==> config.mk <==
export PLATFORM = sky130hd
export DESIGN_NAME = out_pass4_capture_flat
export DESIGN_NICKNAME = d
export VERILOG_FILES = /design/src/rtl/out_pass4_capture_if.sv /design/src/rtl/out_pass4_capture.sv /design/src/flat_wrapper.sv
export SDC_FILE = /design/constraint.sdc
export NUM_CORES = 1
export LEC_CHECK = 0
export ABC_CLOCK_PERIOD_IN_PS = 5900
export BUFFER_PORTS_ARGS = -buffer_cell sky130_fd_sc_hd__buf_2
export CORE_ASPECT_RATIO = 2
export CORE_MARGIN = 2
export CORE_UTILIZATION = 29
export DETAILED_ROUTE_END_ITERATION = 6
export GPL_TIMING_DRIVEN = 1
export SYNTH_ARGS = -nofsm -noshare
export SYNTH_HDL_FRONTEND = slang
export SYNTH_SLANG_ARGS = --single-unit
==> constraint.sdc <==
create_clock -name UserCLK -period 5.9 [get_ports UserCLK]
set_input_delay 0.295 -clock UserCLK [delete_from_list [all_inputs] [get_ports UserCLK]]
set_output_delay 0.295 -clock UserCLK [all_outputs]
set_load 0.05 [all_outputs]
==> src/rtl/out_pass4_capture_if.sv <==
// Bundle for the output-pass capture block: nibble taps, trigger setup,
// readback FIFO handshake and status.
interface out_pass4_capture_if;
    logic        I0;
    logic        I1;
    logic        I2;
    logic        I3;
    logic        arm;
    logic [3:0]  trig_value;
    logic [3:0]  trig_mask;
    logic [31:0] rd_data;
    logic        rd_valid;
    logic        rd_ready;
    logic [1:0]  state;
    logic        done;
    logic        overflow;

    modport master (
        output I0, I1, I2, I3, arm, trig_value, trig_mask, rd_ready,
        input  rd_data, rd_valid, state, done, overflow
    );

    modport slave (
        input  I0, I1, I2, I3, arm, trig_value, trig_mask, rd_ready,
        output rd_data, rd_valid, state, done, overflow
    );
endinterface

==> src/rtl/out_pass4_capture.sv <==
// Captures the output-pass nibble stream into 32-bit words after a masked
// trigger and buffers them in a small readback FIFO.
module out_pass4_capture #(
    parameter int CAPTURE_WORDS = 16,
    parameter int FIFO_DEPTH    = 4
) (
    input logic                UserCLK,
    input logic                resetn,
    out_pass4_capture_if.slave bus
);
    localparam int AW = $clog2(FIFO_DEPTH);
    localparam logic [15:0] WORDS_C = 16'(CAPTURE_WORDS);
    localparam logic [AW:0] DEPTH_C = (AW+1)'(FIFO_DEPTH);

    typedef enum logic [1:0] {
        ST_IDLE    = 2'd0,
        ST_ARMED   = 2'd1,
        ST_CAPTURE = 2'd2,
        ST_DONE    = 2'd3
    } state_e;

    state_e        state_q, state_d;
    logic [2:0]    nib_idx_q, nib_idx_d;
    logic [31:0]   word_q, word_d;
    logic [15:0]   word_cnt_q, word_cnt_d;
    logic          overflow_q, overflow_d;
    logic          done_q;
    logic [AW-1:0] rd_ptr_q, rd_ptr_d;
    logic [AW-1:0] wr_ptr_q, wr_ptr_d;
    logic [AW:0]   cnt_q, cnt_d;
    logic          rd_valid_q;
    logic [31:0]   rd_data_q, rd_data_d;
    logic [31:0]   mem_q [FIFO_DEPTH];

    logic [3:0]    nib_s;
    logic          hit_s;
    logic          wr_req_s;
    logic [31:0]   cur_word_s;
    logic          full_s;
    logic          pop_s;
    logic          push_s;
    logic [AW-1:0] rd_ptr_inc_s;

    // Inputs are used unregistered so the hitting nibble lands in word 0.
    assign nib_s        = {bus.I3, bus.I2, bus.I1, bus.I0};
    assign hit_s        = ((nib_s ^ bus.trig_value) & bus.trig_mask) == 4'd0;
    assign full_s       = (cnt_q == DEPTH_C);
    assign pop_s        = (cnt_q != '0) && bus.rd_ready;
    assign push_s       = wr_req_s && (!full_s || pop_s);
    assign rd_ptr_inc_s = rd_ptr_q + AW'(1);

    // Capture FSM next state, nibble assembly and overflow tracking.
    always_comb begin
        state_d    = state_q;
        nib_idx_d  = nib_idx_q;
        word_d     = word_q;
        word_cnt_d = word_cnt_q;
        overflow_d = overflow_q;
        wr_req_s   = 1'b0;
        cur_word_s = word_q;
        cur_word_s[{nib_idx_q, 2'b00} +: 4] = nib_s;
        case (state_q)
            ST_IDLE: begin
                if (bus.arm) state_d = ST_ARMED;
                else         state_d = ST_IDLE;
            end
            ST_ARMED: begin
                if (hit_s) begin
                    word_d    = {28'd0, nib_s};
                    nib_idx_d = 3'd1;
                    state_d   = ST_CAPTURE;
                end else begin
                    state_d   = ST_ARMED;
                end
            end
            ST_CAPTURE: begin
                word_d = cur_word_s;
                if (nib_idx_q == 3'd7) begin
                    wr_req_s   = 1'b1;
                    nib_idx_d  = 3'd0;
                    word_cnt_d = word_cnt_q + 16'd1;
                    if (word_cnt_q + 16'd1 == WORDS_C) state_d = ST_DONE;
                    else                               state_d = ST_CAPTURE;
                end else begin
                    nib_idx_d = nib_idx_q + 3'd1;
                end
            end
            ST_DONE: begin
                if (bus.arm) begin
                    state_d    = ST_ARMED;
                    overflow_d = 1'b0;
                    word_cnt_d = 16'd0;
                    nib_idx_d  = 3'd0;
                end else begin
                    state_d    = ST_DONE;
                end
            end
            default: state_d = ST_IDLE;
        endcase
        // A word is dropped only when full and nothing leaves on the same edge.
        if (wr_req_s && full_s && !pop_s) overflow_d = 1'b1;
        else                              overflow_d = overflow_d;
    end

    // FIFO pointer, occupancy and registered head-word update.
    always_comb begin
        rd_ptr_d  = pop_s  ? rd_ptr_inc_s : rd_ptr_q;
        wr_ptr_d  = push_s ? wr_ptr_q + AW'(1) : wr_ptr_q;
        rd_data_d = rd_data_q;
        case ({push_s, pop_s})
            2'b10:   cnt_d = cnt_q + (AW+1)'(1);
            2'b01:   cnt_d = cnt_q - (AW+1)'(1);
            default: cnt_d = cnt_q;
        endcase
        if (cnt_q == '0) begin
            if (push_s) rd_data_d = cur_word_s;
            else        rd_data_d = rd_data_q;
        end else if (pop_s) begin
            if (cnt_q != (AW+1)'(1)) rd_data_d = mem_q[rd_ptr_inc_s];
            else if (push_s)         rd_data_d = cur_word_s;
            else                     rd_data_d = rd_data_q;
        end else begin
            rd_data_d = rd_data_q;
        end
    end

    // State and status registers with synchronous active-low reset.
    always_ff @(posedge UserCLK) begin
        if (!resetn) begin
            state_q    <= ST_IDLE;
            nib_idx_q  <= 3'd0;
            word_q     <= 32'd0;
            word_cnt_q <= 16'd0;
            overflow_q <= 1'b0;
            done_q     <= 1'b0;
            rd_ptr_q   <= '0;
            wr_ptr_q   <= '0;
            cnt_q      <= '0;
            rd_valid_q <= 1'b0;
            rd_data_q  <= 32'd0;
        end else begin
            state_q    <= state_d;
            nib_idx_q  <= nib_idx_d;
            word_q     <= word_d;
            word_cnt_q <= word_cnt_d;
            overflow_q <= overflow_d;
            done_q     <= (state_d == ST_DONE);
            rd_ptr_q   <= rd_ptr_d;
            wr_ptr_q   <= wr_ptr_d;
            cnt_q      <= cnt_d;
            rd_valid_q <= (cnt_d != '0);
            rd_data_q  <= rd_data_d;
        end
    end

    // FIFO storage; contents are only observable through rd_data_q.
    always_ff @(posedge UserCLK) begin
        if (push_s) mem_q[wr_ptr_q] <= cur_word_s;
        else        mem_q[wr_ptr_q] <= mem_q[wr_ptr_q];
    end

    assign bus.state    = state_q;
    assign bus.done     = done_q;
    assign bus.overflow = overflow_q;
    assign bus.rd_valid = rd_valid_q;
    assign bus.rd_data  = rd_data_q;
endmodule

==> src/flat_wrapper.sv <==
// flat-port wrapper written by rule: the top's interface ports become plain ports
module out_pass4_capture_flat 
#(
    parameter int CAPTURE_WORDS = 16,
    parameter int FIFO_DEPTH    = 4
)
  (UserCLK, resetn, bus_I0, bus_I1, bus_I2, bus_I3, bus_arm, bus_trig_value, bus_trig_mask, bus_rd_ready, bus_rd_data, bus_rd_valid, bus_state, bus_done, bus_overflow);
  out_pass4_capture_if bus_i ();
  input logic UserCLK;
  input logic resetn;
  input wire logic [$bits(bus_i.I0)-1:0] bus_I0;
  input wire logic [$bits(bus_i.I1)-1:0] bus_I1;
  input wire logic [$bits(bus_i.I2)-1:0] bus_I2;
  input wire logic [$bits(bus_i.I3)-1:0] bus_I3;
  input wire logic [$bits(bus_i.arm)-1:0] bus_arm;
  input wire logic [$bits(bus_i.trig_value)-1:0] bus_trig_value;
  input wire logic [$bits(bus_i.trig_mask)-1:0] bus_trig_mask;
  input wire logic [$bits(bus_i.rd_ready)-1:0] bus_rd_ready;
  output wire logic [$bits(bus_i.rd_data)-1:0] bus_rd_data;
  output wire logic [$bits(bus_i.rd_valid)-1:0] bus_rd_valid;
  output wire logic [$bits(bus_i.state)-1:0] bus_state;
  output wire logic [$bits(bus_i.done)-1:0] bus_done;
  output wire logic [$bits(bus_i.overflow)-1:0] bus_overflow;
  assign bus_i.I0 = bus_I0;
  assign bus_i.I1 = bus_I1;
  assign bus_i.I2 = bus_I2;
  assign bus_i.I3 = bus_I3;
  assign bus_i.arm = bus_arm;
  assign bus_i.trig_value = bus_trig_value;
  assign bus_i.trig_mask = bus_trig_mask;
  assign bus_i.rd_ready = bus_rd_ready;
  assign bus_rd_data = bus_i.rd_data;
  assign bus_rd_valid = bus_i.rd_valid;
  assign bus_state = bus_i.state;
  assign bus_done = bus_i.done;
  assign bus_overflow = bus_i.overflow;
  out_pass4_capture #(.CAPTURE_WORDS(CAPTURE_WORDS), .FIFO_DEPTH(FIFO_DEPTH)) u_core (.UserCLK(UserCLK), .resetn(resetn), .bus(bus_i));
endmodule
Word level (Yosys, flattened, before mapping). Memory sizes are Yosys's and may differ from the RTL's. Cells that the tools add are included.

Bits in writable memories: 128. Register bits: 95. Output and inout port bits: 37. Memories: 1.

Reductions and logical operators: 23. Bitwise gates (word level): 3. Multiplexer cells: 30. Shift-type cells: 2. Add/subtract/negate cells: 7. Equality and inequality tests: 14.

Memory list: u_core.mem_q (depth 4, bits a word 32, rd ports 1, clocked after memory_dff 0, wr ports 1, line out_pass4_capture.sv:33) `logic [31:0] mem_q [FIFO_DEPTH];`.

Operator list (count): 2-to-1 mux 32 bit (6); one-hot mux 32 bit (2 select lines) (1); bitwise mux 32 bit (1); 2-to-1 mux 16 bit (2); one-hot mux 16 bit (2 select lines) (1); variable shift 4 x 7 -> 32 bit (first input constant) (1); variable part select 4 x 7 -> 32 bit (1); adder 16 x 1 -> 16 bit (second input constant) (1); == test 16 x 5 -> 1 bit (second input constant) (1); 2-to-1 mux 1 bit (10); nonzero test 2 bit (5); 2-to-1 mux 3 bit (3); one-hot mux 3 bit (3 select lines) (1); nonzero test 3 bit (3); == test 2 bit (second input constant) (4); one-hot mux 2 bit (4 select lines) (1); negation 5 -> 7 bit (1); adder 3 x 1 -> 3 bit (second input constant) (2); == test 3 bit (second input constant) (2); 2-to-1 mux 2 bit (3); one-hot mux 3 bit (2 select lines) (1); AND reduction 2 bit (3); AND reduction 3 bit (2); adder 2 x 1 -> 2 bit (second input constant) (2); 15 further kinds (21).

Logic depth before layout (Yosys ltp). Gate-level depths: netlist of the first run.

Depth in word-level cells: 8. Depth in mapped cells: 11. Depth with buffers taken out: 9.

Least setup slack after synthesis of the first run. No wires, ideal clock.

Path type: register to register. From: register u_core.state_q[1], in the netlist u_core.bus.state[1]. To: memory u_core.mem_q[0][0] (enable). Required time: 5.508 ns. Path slack: 3.036 ns. Cell stages (with the launch flop): 7. Period minus slack after synthesis: 2.864 ns. Arrival time: 2.472 ns. Cell sequence: dfxtp_1 -> buf_6 -> nand3b_2 -> nor2_1 -> buf_2 -> buf_1 -> and2_1.

Word-level cells in the longest chain between the ends: 6. Elaborated cells on any way between the ends: 8. Those cells by class: eq/ne (1); mux (4); bitwise (1); reduce/logical (2).

RTL lines: start, declared (line out_pass4_capture.sv:22) `state_e state_q, state_d;`; start signal, assigned (line out_pass4_capture.sv:142) `state_q <= state_d;`; == test 2 bit (*) (line out_pass4_capture.sv:62) `case (state_q)`; 2-to-1 mux 1 bit (*) (line out_pass4_capture.sv:62); logical AND 1 bit (*) (line out_pass4_capture.sv:49) `assign push_s = wr_req_s && (!full_s || pop_s);`; 2-to-1 mux 1 bit, on equally long branches (line out_pass4_capture.sv:158, out_pass4_capture.sv:159); 2-to-1 mux 1 bit (implied by the code) / AND reduction 2 bit (equally long branches); OR 1 bit (no source line) (*); end, declared (line out_pass4_capture.sv:33).

Mark *: on every way between the ends. The rest lies on a longest branch, timed or not.

Worst setup path in the final report of the first run.
From: register u_core.nib_idx_q[0]. To: memory u_core.mem_q[1][29] (enable).

Word-level cells in the longest chain between the ends: 7. Elaborated cells on any way between the ends: 9. Those cells by class: eq/ne (1); mux (5); bitwise (1); reduce/logical (2).

RTL lines: start, declared (line out_pass4_capture.sv:23) `logic [2:0] nib_idx_q, nib_idx_d;`; start signal, assigned (line out_pass4_capture.sv:143) `nib_idx_q <= nib_idx_d;`; == test 3 bit (*) (line out_pass4_capture.sv:78) `if (nib_idx_q == 3'd7) begin`; 2-to-1 mux 1 bit (*) (line out_pass4_capture.sv:78); 2-to-1 mux 1 bit (*) (line out_pass4_capture.sv:62); logical AND 1 bit (*) (line out_pass4_capture.sv:49); 2-to-1 mux 1 bit, on equally long branches (line out_pass4_capture.sv:158, out_pass4_capture.sv:159); 2-to-1 mux 1 bit (implied by the code) / AND reduction 2 bit (equally long branches); OR 1 bit (no source line) (*).

Marked as above.

==> out/metrics.csv, run 1 <==
stage,metric,value,unit
sta,Total Negative Setup Slacks,0,ps
placement,Inst Count DP,1249,
worst_setup_path,maximum net fanout on the critical path,29,
worst_setup_path,endpoint required time on the critical path,6080,ps
synth,number of nets in the synthesized netlist,839,
pwr,leakage dissipation,3.83,nW
synth,complex-gate fraction of the synthesized area,0.119,
synth,proportion of synthesized flip-flops having asynchronous set or reset,0,
placement,HPWL Detailed,16300,um
worst_setup_path,longest individual stage delay on the worst path,650,ps
global_route,number of global-route vias before repair,6531,
drt,DRC violations left,0,
worst_setup_path,highest-delay cell along the critical path,and2_1,
drt,first drt pass iteration count,4,
global_route,global-route wire length before repair,37600,um
synth,top-area cell type share of the netlist area,0.391,
sta,pin slew with the least headroom to its limit,1120,ps
clock_tree,post-CTS setup buffers,0,
worst_setup_path,Reg2Reg Launch Point,u_core.nib_idx_q[0]$_SDFFE_PN0P_,
sta,final-report max-slew violation count,0,
sta,unrepaired setup endpoints after global routing,no,
worst_setup_path,Worst Setup Path Type,reg -> reg,
clock_tree,post-cts gate resize count,0,
synth,cell area after synthesis,0.00983,mm^2
synth,count of synthesis-stage warnings from yosys,0,
floorplan,CORE AREA,0.0335,mm^2
clock_tree,clock slew at reported path FFs,70,ps
worst_setup_path,Worst setup SP type,register,
pwr,peak supply drop,0.000173,V
synth,number of flip-flops and latches in the synthesized netlist,223,
clock_tree,"Hold-fix buffers, CTS",0,
global_route,grt total ovfl,0,
floorplan,full die area,0.0355,mm^2
clock_tree,number of H-tree branching levels,1,
floorplan,die boundary width,134,um
hold_path,critical hold path startpoint,bus_arm,
worst_setup_path,depth of the worst register-to-register path,7,
final_layout,proportion of layout cells with a drive suffix above 1,0.210,
synth,number of enable-type register cells in the synthesized netlist,128,
synth,count of different cell masters after synthesis,65,
floorplan,overall die height,264,um
global_route,largest net degree at the start of global routing,59,
worst_setup_path,buffer and inverter count on the worst path,2,
clock_tree,"Clk Latency, worst-skew pair",520,ps
final_layout,antenna diode instance count,0,
drt,number of DRC markers after the initial detailed-route iteration,311,
run_status,run status,completed,
sta,maximum clock frequency,304,MHz
clock_tree,number of sinks handled by clock tree synthesis,223,
drt,via density per instance,4.93,
drt,final antenna-violating net count,0,
placement,Port Buf Inserts,52,
synth,main flop type after synthesis,edfxtp_1,
worst_setup_path,R2R Path End,u_core.mem_q[1][29]$_DFFE_PP_,
clock_tree,clk root buf,clkbuf_16,
worst_setup_path,flop2flop setup slack,2610,ps
final_layout,Final Net Count,865,
hold_path,WHS Endpoint,u_core.bus.state[1]$_SDFF_PN0_,
clock_tree,Inserted Clock Buffers,20,
global_route,antenna violations before repair,0,
hold_path,cell depth of the worst hold path,4,
worst_setup_path,"Largest delay share family, worst path",simple AND/OR/NAND/NOR gates,
drt,sum of routed wire length over all layers,24500,um
synth,cell count after synthesis,809,
floorplan,number of rows in the core area,95,
worst_setup_path,cell-by-cell trace of the critical path,"ha_1, ha_1, nand3b_2, nor2_2, buf_4, and2_1, buf_4",
final_layout,post-synthesis to final-layout area growth,13.4,%
worst_setup_path,arrival time at the worst endpoint,3470,ps
pwr,Cell Pwr Density,397,mW/mm^2
synth,synth top area cells,"edfxtp_1 (39%), dfxtp_1 (19%), mux4_2 (7.3%)",
worst_setup_path,worst setup path start,u_core.nib_idx_q[0]$_SDFFE_PN0P_,
placement,weighted congestion at the end of routability-driven global placement,0.798,
sta,Clock Skews,22.0,ps
hold_path,type of the most critical hold path,in -> reg,
sta,setup violators final,0,
synth,dominant combinational cell family by area after synthesis,compound AO/OA/AOI/OAI gates,
clock_tree,maximum clock insertion buffer count,3,
worst_setup_path,critical path endpoint category,register,
drt,wire length per cell,19.1,um
drt,count of vias placed by the detailed router,6340,
synth,Post-Syn Area per Cell,12.1,um^2
floorplan,number of top-level design ports,53,
sta,minimum clock period after layout,3290,ps
synth,sequential area share after synthesis,0.585,
worst_setup_path,total stage count of the critical path,7,
clock_tree,TritonCTS clock tree,done,
floorplan,Initial Util,0.293,
sta,total count of hold-check failures in the final report,0,
synth,share of synthesized area spent on multiplexers,0.118,
synth,"arithmetic-cell share of the synthesized area counting full adders, half adders and majority gates",0.0178,
sta,Max-Slew Margin vs Limit,0.252,
sta,fraction of the cycle the final worst path needs,0.557,
final_layout,number of cells in the finished layout apart from fillers,1285,
synth,top cell type by total area after synthesis,edfxtp_1,
job,Max-Cap Viols,0,
synth,xor/xnor share of the synthesized area,0.0125,
global_route,overall routing resource usage,0.139,
synth,"share of synthesized cell area in and, or, nand and nor gates",0.101,
-- cells in the final DEF (no fill, tap or decap), drive strengths merged, types with 4 or more instances in the layout --
master  count
xnor2       6
dfxtp      95
a21oi      60
nor2       57
clkinv      8
a22oi       4
o22a        8
edfxtp    128
nand4       5
nand2      45
o21ai      46
a311oi      4
buf        66
o22ai      43
xor2        8
a211oi     11
mux2       24
nand2b      6
nand3      11
inv        43
mux4       32
or3         7
a31oi       4
nor4        5
mux2i      17
ha         14
and2       28
nor3        8
clkbuf     25
-- cell usage after synthesis (all sizes together), types with 2 or more instances --
| cell | number |
|---|---|
| a211oi | 11 |
| a21oi | 60 |
| a22oi | 4 |
| a311oi | 4 |
| a31oi | 4 |
| and2 | 28 |
| and3 | 2 |
| buf | 17 |
| clkbuf | 45 |
| dfxtp | 95 |
| edfxtp | 128 |
| ha | 14 |
| inv | 42 |
| mux2 | 24 |
| mux2i | 17 |
| mux4 | 32 |
| nand2 | 45 |
| nand2b | 6 |
| nand3 | 11 |
| nand3b | 3 |
| nand4 | 5 |
| nor2 | 57 |
| nor2b | 3 |
| nor3 | 8 |
| nor4 | 5 |
| o21ai | 46 |
| o22a | 8 |
| o22ai | 43 |
| or2 | 2 |
| or3 | 7 |
| or4b | 2 |
| xnor2 | 6 |
| xor2 | 8 |
-- registers in the layout, indices dropped and copies added (netlist names) --
signal,cells
u_core.mem_q,128
u_core.bus.rd_data,32
u_core.word_q,32
u_core.word_cnt_q,16
u_core.cnt_q,3
u_core.nib_idx_q,3
u_core.bus.state,2
u_core.rd_ptr_q,2
u_core.wr_ptr_q,2
u_core.bus.done,1
u_core.bus.overflow,1
u_core.bus.rd_valid,1
-- through the flow --
| step | hold WS [ps] | setup slack (ps) | power, mW | area, um^2 | utilization |
|---|---|---|---|---|---|
| CTS | 152 | 2540 | 4.47 | 11100 | 0.332 |
| global placement | 469 | 2640 | 3.08 | 10400 | 0.312 |
| global route | 178 | 2320 | 4.62 | 11100 | 0.332 |
| finish | 176 | 2610 | 4.42 | 11100 | 0.332 |
| detailed placement | 478 | 2570 | 3.09 | 10400 | 0.312 |
| floorplan | 451 | 3040 | 2.73 | 9830 | - |
-- cell families after synthesis --
| group | Yosys count |
|---|---|
| simple gates | 191 |
| xor+xnor | 14 |
| compound gates | 190 |
| mux | 73 |
| fa+ha+maj | 14 |
| buf+inv | 104 |
| flops | 223 |
-- worst min-delay path: stages --
cell     delay [ps]
buf_2           130
a21oi_1          70
nor2_1           90
nor2_1           50
-- area by class of cell --
| class | count | area (um^2) |
|---|---|---|
| well taps | 436 | 546 |
| clock inverters | 11 | 134 |
| repair buffers | 66 | 365 |
| clock buffers | 25 | 561 |
| inverters | 42 | 158 |
| fillers | 3365 | 22400 |
| flip-flops and latches | 223 | 5750 |
| multi-input cells | 482 | 3630 |
-- per-layer routing --
| layer | vias up | wire length [um] | global-route usage |
|---|---|---|---|
| li1 | 3037 | - | - |
| met1 | 3144 | 8360 | 0.135 |
| met2 | 123 | 14700 | 0.289 |
| met3 | 36 | 802 | 0.0144 |
| met4 | 0 | 648 | 0.0498 |
| met5 | - | 0 | 0 |
-- worst max path at each step --
stage	end	slack, ps
5_1_grt	u_core.mem_q[3][15]$_DFFE_PP_	2320
4_1_cts	u_core.mem_q[1][15]$_DFFE_PP_	2540
6_report	u_core.mem_q[1][29]$_DFFE_PP_	2610
3_3_place_gp	u_core.mem_q[1][21]$_DFFE_PP_	2640
2_1_floorplan	u_core.mem_q[0][0]$_DFFE_PP_	3040
3_5_place_dp	u_core.mem_q[1][21]$_DFFE_PP_	2570
-- power by group --
group	internal, mW	total [mW]	switching [mW]
registers	1.73	1.82	0.0902
logic	0.385	1.22	0.830
clock network	0.776	1.38	0.604
Power figures use the tool's default switching activity.
==> run 2: changes to the inputs <==
--- a/config.mk
+++ b/config.mk
@@ -5,7 +5,8 @@
 export SDC_FILE = /design/constraint.sdc
 export NUM_CORES = 1
 export LEC_CHECK = 0
-export ABC_CLOCK_PERIOD_IN_PS = 5900
+export ABC_AREA = 1
+export ABC_CLOCK_PERIOD_IN_PS = 3050
 export BUFFER_PORTS_ARGS = -buffer_cell sky130_fd_sc_hd__buf_2
 export CORE_ASPECT_RATIO = 2
 export CORE_MARGIN = 2
==> constraint.sdc (replaced) <==
create_clock -name UserCLK -period 3.05 [get_ports UserCLK]
set_input_delay 0.1525 -clock UserCLK [delete_from_list [all_inputs] [get_ports UserCLK]]
set_output_delay 0.1525 -clock UserCLK [all_outputs]
set_load 0.05 [all_outputs]
==> out/metrics.csv, run 2 <==
stage,metric,value,unit
run_status,run status,completed,
sta,Clock Skews,14.5,ps
global_route,overall routing resource usage,0.152,
synth,count of synthesis-stage warnings from yosys,0,
drt,number of DRC markers after the initial detailed-route iteration,447,
worst_setup_path,Worst setup SP type,register,
clock_tree,clk root buf,clkbuf_16,
worst_setup_path,CP endpoint,u_core.word_q[10]$_SDFFE_PN0P_,
drt,wire length per cell,17.4,um
floorplan,overall die height,263,um
pwr,peak supply drop,0.000551,V
final_layout,register with the most flip-flops,u_core.mem_q,
pwr,total power of the final layout,8.89,mW
synth,main flop type after synthesis,edfxtp_1,
pwr,Cell Pwr Density,793,mW/mm^2
sta,final-report max-slew violation count,0,
worst_setup_path,arrival time at the worst endpoint,2960,ps
hold_path,type of the most critical hold path,in -> reg,
placement,total placed instance area,0.0106,mm^2
worst_setup_path,Reg2Reg Launch Point,u_core.nib_idx_q[0]$_SDFFE_PN0P_,
clock_tree,Inserted Clock Buffers,20,
worst_setup_path,endpoint required time on the critical path,3490,ps
placement,HPWL Detailed,17700,um
floorplan,number of rows in the core area,95,
synth,synth top area cells,"edfxtp_1 (39%), dfxtp_1 (20%), nand2_1 (11%)",
worst_setup_path,R2R Path End,u_core.word_q[10]$_SDFFE_PN0P_,
synth,sequential area share after synthesis,0.589,
synth,top-area cell type share of the netlist area,0.394,
drt,count of vias placed by the detailed router,7638,
floorplan,die boundary width,134,um
global_route,grt total ovfl,0,
sta,fraction of the cycle the final worst path needs,0.825,
clock_tree,number of sinks handled by clock tree synthesis,223,
placement,weighted congestion at the end of routability-driven global placement,0.800,
worst_setup_path,worst setup path start,u_core.nib_idx_q[0]$_SDFFE_PN0P_,
placement,placement-stage worst setup slack,627,ps
synth,top cell type by total area after synthesis,edfxtp_1,
sta,post-route setup slack,535,ps
floorplan,Initial Util,0.292,
pwr,leakage dissipation,4.14,nW
sta,total count of hold-check failures in the final report,0,
placement,Port Buf Inserts,52,
synth,number of nets in the synthesized netlist,1081,
synth,most common library cells after synthesis,"nand2_1 (273), edfxtp_1 (128), a21oi_1 (112)",
global_route,antenna violations before repair,0,
synth,cell count after synthesis,1051,
worst_setup_path,Worst Setup Path Type,reg -> reg,
synth,number of enable-type register cells in the synthesized netlist,128,
synth,proportion of synthesized flip-flops having asynchronous set or reset,0,
sta,maximum clock frequency,398,MHz
final_layout,"most common cell after layout, fill and taps aside",nand2_1,
worst_setup_path,critical path endpoint category,register,
sta,unrepaired setup endpoints after global routing,no,
global_route,global-route wire length before repair,41400,um
synth,most used standard cell by instance count after synthesis,nand2_1,
final_layout,number of flip-flops in the largest register,128,
synth,count of different cell masters after synthesis,36,
final_layout,proportion of layout cells with a drive suffix above 1,0.115,
final_layout,final-layout fill cell count,3325,
sta,setup violators final,0,
drt,sum of routed wire length over all layers,27000,um
synth,Post-Syn Area per Cell,9.28,um^2
final_layout,Final Net Count,1131,
clock_tree,maximum clock insertion buffer count,3,
drt,DRC violations left,0,
final_layout,sequential cell area,0.00575,mm^2
sta,pin slew with the least headroom to its limit,746,ps
drt,via density per instance,4.92,
worst_setup_path,maximum net fanout on the critical path,8,
clock_tree,post-CTS setup buffers,0,
floorplan,full die area,0.0352,mm^2
final_layout,"Non-Filler Cell Area, Final",0.0112,mm^2
job,Max-Cap Viols,0,
global_route,number of global-route vias before repair,7504,
sta,minimum clock period after layout,2520,ps
worst_setup_path,depth of the worst register-to-register path,9,
final_layout,area of the multi-input gates,0.00352,mm^2
synth,number of flip-flops and latches in the synthesized netlist,223,
final_layout,post-synthesis to final-layout area growth,14.9,%
synth,cell area after synthesis,0.00975,mm^2
global_route,largest net degree at the start of global routing,39,
worst_setup_path,flop2flop setup slack,530,ps
clock_tree,"Clk Latency, worst-skew pair",510,ps
sta,Max-Slew Margin vs Limit,0.497,
floorplan,CORE AREA,0.0334,mm^2
clock_tree,clock slew at reported path FFs,70,ps
clock_tree,number of H-tree branching levels,1,
drt,final antenna-violating net count,0,
clock_tree,TritonCTS clock tree,done,
final_layout,"commonest non-fill, non-tap cells in the layout","nand2_1 (273), edfxtp_1 (128), a21oi_1 (112), dfxtp_1 (95), o21ai_0 (81)",
drt,first drt pass iteration count,5,
floorplan,number of top-level design ports,53,
## run 2: cell families after synthesis
kind of cell	Yosys count	share of synthesized area
AO/OA/AOI/OAI	270	0.150
buffers and inverters	126	0.0516
adder cells (fa/ha/maj)	14	0.0180
XOR/XNOR	4	0.00359
flip-flops	223	0.589
multiplexers	20	0.0205
AND/OR/NAND/NOR	394	0.167
## run 2: metrics by stage
step	std cells	utilization	TNS [ps]	hold slack, ps
2_1_floorplan	1051	-	-35660	321
3_3_place_gp	1514	0.317	0	445
3_5_place_dp	1514	0.317	0	452
4_1_cts	1551	0.336	0	137
5_1_grt	1551	0.336	0	169
6_report	1552	0.336	0	130
## run 2: final cells by class
class	instances	share of cell area
inverters	83	0.0278
diodes	1	0.000223
clock buffers	28	0.0520
flip-flops and latches	223	0.513
repair buffers	71	0.0417
multi-input cells	702	0.314
well taps	436	0.0487
clock inverters	8	0.00335
## run 2: routing by layer
metal,vias up,track usage,wire (um)
met2,218,0.301,15000
met1,3650,0.153,9650
li1,3706,-,-
met3,64,0.0152,1190
met4,0,0.0756,1240
met5,-,0,0
## run 2: power breakdown
| group | total (mW) | internal, mW | switching, mW |
|---|---|---|---|
| clock | 2.46 | 1.34 | 1.13 |
| sequential | 3.55 | 3.37 | 0.186 |
| combinational | 2.87 | 0.793 | 2.08 |
| total | 8.89 | 5.50 | 3.39 |
## run 2: what timing repair did
item                                    CTS  global route
endpoints found under the setup margin    0             0
gates resized for setup                   0             0
hold buffers                              1             0
hold endpoints to repair                  1             0
## run 2: worst min-delay path by stage
stage / from / to / slack (ps) / cells past startpoint
floorplan: bus_arm / u_core.bus.state[0]$_SDFF_PN0_ / 320 / 2
global placement: u_core.word_q[13]$_SDFFE_PN0P_ / u_core.word_q[13]$_SDFFE_PN0P_ / 440 / 2
detailed placement: u_core.word_q[4]$_SDFFE_PN0P_ / u_core.word_q[4]$_SDFFE_PN0P_ / 450 / 2
finish: resetn / u_core.word_q[20]$_SDFFE_PN0P_ / 130 / 3
global route: resetn / u_core.word_q[30]$_SDFFE_PN0P_ / 170 / 3
CTS: resetn / u_core.word_q[28]$_SDFFE_PN0P_ / 140 / 3
## run 2: critical path, stage by stage (launching register included)
cell	delay [ps]
dfxtp_1	480
inv_2	80
ha_1	200
ha_1	330
inv_1	90
nor2_1	150
nand2_1	250
o21ai_0	580
nand2_1	120
a21oi_1	170
==> run 3: changes to the inputs <==
--- a/config.mk
+++ b/config.mk
@@ -6,7 +6,7 @@
 export NUM_CORES = 1
 export LEC_CHECK = 0
 export ABC_AREA = 1
-export ABC_CLOCK_PERIOD_IN_PS = 3050
+export ABC_CLOCK_PERIOD_IN_PS = 2600
 export BUFFER_PORTS_ARGS = -buffer_cell sky130_fd_sc_hd__buf_2
 export CORE_ASPECT_RATIO = 2
 export CORE_MARGIN = 2
==> constraint.sdc (replaced) <==
create_clock -name UserCLK -period 2.6 [get_ports UserCLK]
set_input_delay 0.13 -clock UserCLK [delete_from_list [all_inputs] [get_ports UserCLK]]
set_output_delay 0.13 -clock UserCLK [all_outputs]
set_load 0.05 [all_outputs]
==> out/metrics.csv, run 3 (synthesis results as in run 2) <==
stage,metric,value,unit
drt,number of DRC markers after the initial detailed-route iteration,422,
sta,Clock Skews,14.4,ps
drt,final antenna-violating net count,0,
final_layout,utilization after layout,0.340,
hold_path,type of the most critical hold path,in -> reg,
global_route,met2 usage in global routing,0.293,
floorplan,full die area,0.0352,mm^2
floorplan,number of top-level design ports,53,
worst_setup_path,Worst setup SP type,register,
global_route,largest net degree at the start of global routing,41,
sta,final-report max-slew violation count,0,
run_status,run status,completed,
floorplan,die boundary width,134,um
final_layout,number of flip-flops in the largest register,128,
final_layout,Final Net Count,1144,
sta,total count of hold-check failures in the final report,0,
floorplan,Initial Util,0.292,
worst_setup_path,arrival time at the worst endpoint,2700,ps
clock_tree,clock slew at reported path FFs,70,ps
drt,sum of routed wire length over all layers,26200,um
clock_tree,clk root buf,clkbuf_16,
pwr,peak supply drop,0.000427,V
global_route,overall routing resource usage,0.149,
worst_setup_path,longest individual stage delay on the worst path,470,ps
worst_setup_path,Worst Setup Path Type,reg -> reg,
final_layout,proportion of layout cells with a drive suffix above 1,0.128,
sta,setup violators final,0,
floorplan,overall die height,263,um
sta,maximum clock frequency,426,MHz
final_layout,post-synthesis to final-layout area growth,16.3,%
sta,pin slew with the least headroom to its limit,674,ps
final_layout,"most common cell after layout, fill and taps aside",nand2_1,
sta,Max-Slew Margin vs Limit,0.551,
global_route,global-route wire length before repair,41100,um
clock_tree,maximum clock insertion buffer count,3,
job,Max-Cap Viols,0,
final_layout,final-layout fill cell count,3347,
sta,minimum clock period after layout,2350,ps
clock_tree,TritonCTS clock tree,done,
pwr,leakage dissipation,4.22,nW
worst_setup_path,cell-by-cell trace of the critical path,"inv_2, ha_1, ha_1, inv_1, nor2_2, inv_1, o21ai_0, inv_1, nand2_1, a21oi_1",
placement,total placed instance area,0.0107,mm^2
clock_tree,"Clk Latency, worst-skew pair",510,ps
final_layout,number of cells in the finished layout apart from fillers,1565,
global_route,number of global-route vias before repair,7660,
drt,first drt pass iteration count,5,
worst_setup_path,endpoint required time on the critical path,2950,ps
global_route,layer with the highest usage,met2,
drt,via density per instance,4.87,
placement,weighted congestion at the end of routability-driven global placement,0.815,
floorplan,number of rows in the core area,95,
drt,count of vias placed by the detailed router,7623,
global_route,antenna violations before repair,0,
global_route,global routing met3 resource utilization,0.0141,
placement,Inst Count DP,1526,
clock_tree,post-CTS setup buffers,0,
floorplan,CORE AREA,0.0334,mm^2
global_route,grt total ovfl,0,
sta,post-route setup slack,252,ps
placement,HPWL Detailed,17600,um
final_layout,"commonest non-fill, non-tap cells in the layout","nand2_1 (273), edfxtp_1 (128), a21oi_1 (112), dfxtp_1 (95), o21ai_0 (77)",
placement,placement-stage worst setup slack,184,ps
worst_setup_path,maximum net fanout on the critical path,8,
global_route,routing usage on met1,0.152,
final_layout,antenna diode instance count,0,
worst_setup_path,highest-delay cell along the critical path,dfxtp_1,
clock_tree,number of sinks handled by clock tree synthesis,223,
drt,DRC violations left,0,
final_layout,"Non-Filler Cell Area, Final",0.0113,mm^2
sta,unrepaired setup endpoints after global routing,no,
clock_tree,Inserted Clock Buffers,21,
pwr,Cell Pwr Density,925,mW/mm^2
pwr,total power of the final layout,10.5,mW
final_layout,register with the most flip-flops,u_core.mem_q,
clock_tree,number of H-tree branching levels,1,
worst_setup_path,most numerous cell on the critical path,inv_1,
worst_setup_path,critical path endpoint category,register,
drt,wire length per cell,16.7,um
sta,fraction of the cycle the final worst path needs,0.903,
placement,Port Buf Inserts,52,
-- run 3: per-layer routing --
| metal | vias up | wire (um) |
|---|---|---|
| li1 | 3728 | - |
| met1 | 3623 | 9430 |
| met2 | 207 | 14300 |
| met3 | 65 | 1130 |
| met4 | 0 | 1280 |
| met5 | - | 0 |
-- run 3: through the flow --
stage	setup TNS (ps)	hold slack [ps]
detailed placement	0	430
global route	0	188
floorplan	-30400	298
CTS	0	153
finish	0	139
global placement	0	424
-- run 3: cell type report --
cell class | count | area (um^2) | share of cell area
clock buffer | 24 | 547 | 0.0482
clock inverter | 14 | 101 | 0.00894
inverter | 83 | 312 | 0.0275
multi-input combinational | 702 | 3520 | 0.310
sequential | 223 | 5750 | 0.507
tap | 436 | 546 | 0.0481
timing repair buffer | 83 | 571 | 0.0503
-- run 3: report_power, final --
part / leakage (nW) / internal [mW] / switching, mW
clock network: 0.321 / 1.62 / 1.32
registers: 1.93 / 3.95 / 0.208
logic: 1.98 / 0.957 / 2.43
-- run 3: repair_timing --
item | CTS | global route
hold buffers | 1 | 0
setup endpoints to repair | 0 | 10
resized for setup | 0 | 5
hold endpoints to repair | 1 | 0
-- run 3: worst max-delay path, delay by kind of cell, from the launching register on --
family	cells	cell delay (ps)
fa+ha+maj	2	530
compound gates	2	380
buf+inv	4	440
flops	1	470
simple gates	2	360
-- run 3: final timing paths --
path,startpoint,to,slack (ps),cells past startpoint
hold / removal,bus_rd_ready,u_core.rd_ptr_q[1]$_SDFFE_PN0N_,140,4
hold reg to reg,u_core.word_q[5]$_SDFFE_PN0P_,u_core.word_q[5]$_SDFFE_PN0P_,460,2
setup reg to reg,u_core.nib_idx_q[0]$_SDFFE_PN0P_,u_core.word_q[7]$_SDFFE_PN0P_,250,10
setup / recovery,u_core.nib_idx_q[0]$_SDFFE_PN0P_,u_core.word_q[7]$_SDFFE_PN0P_,250,10
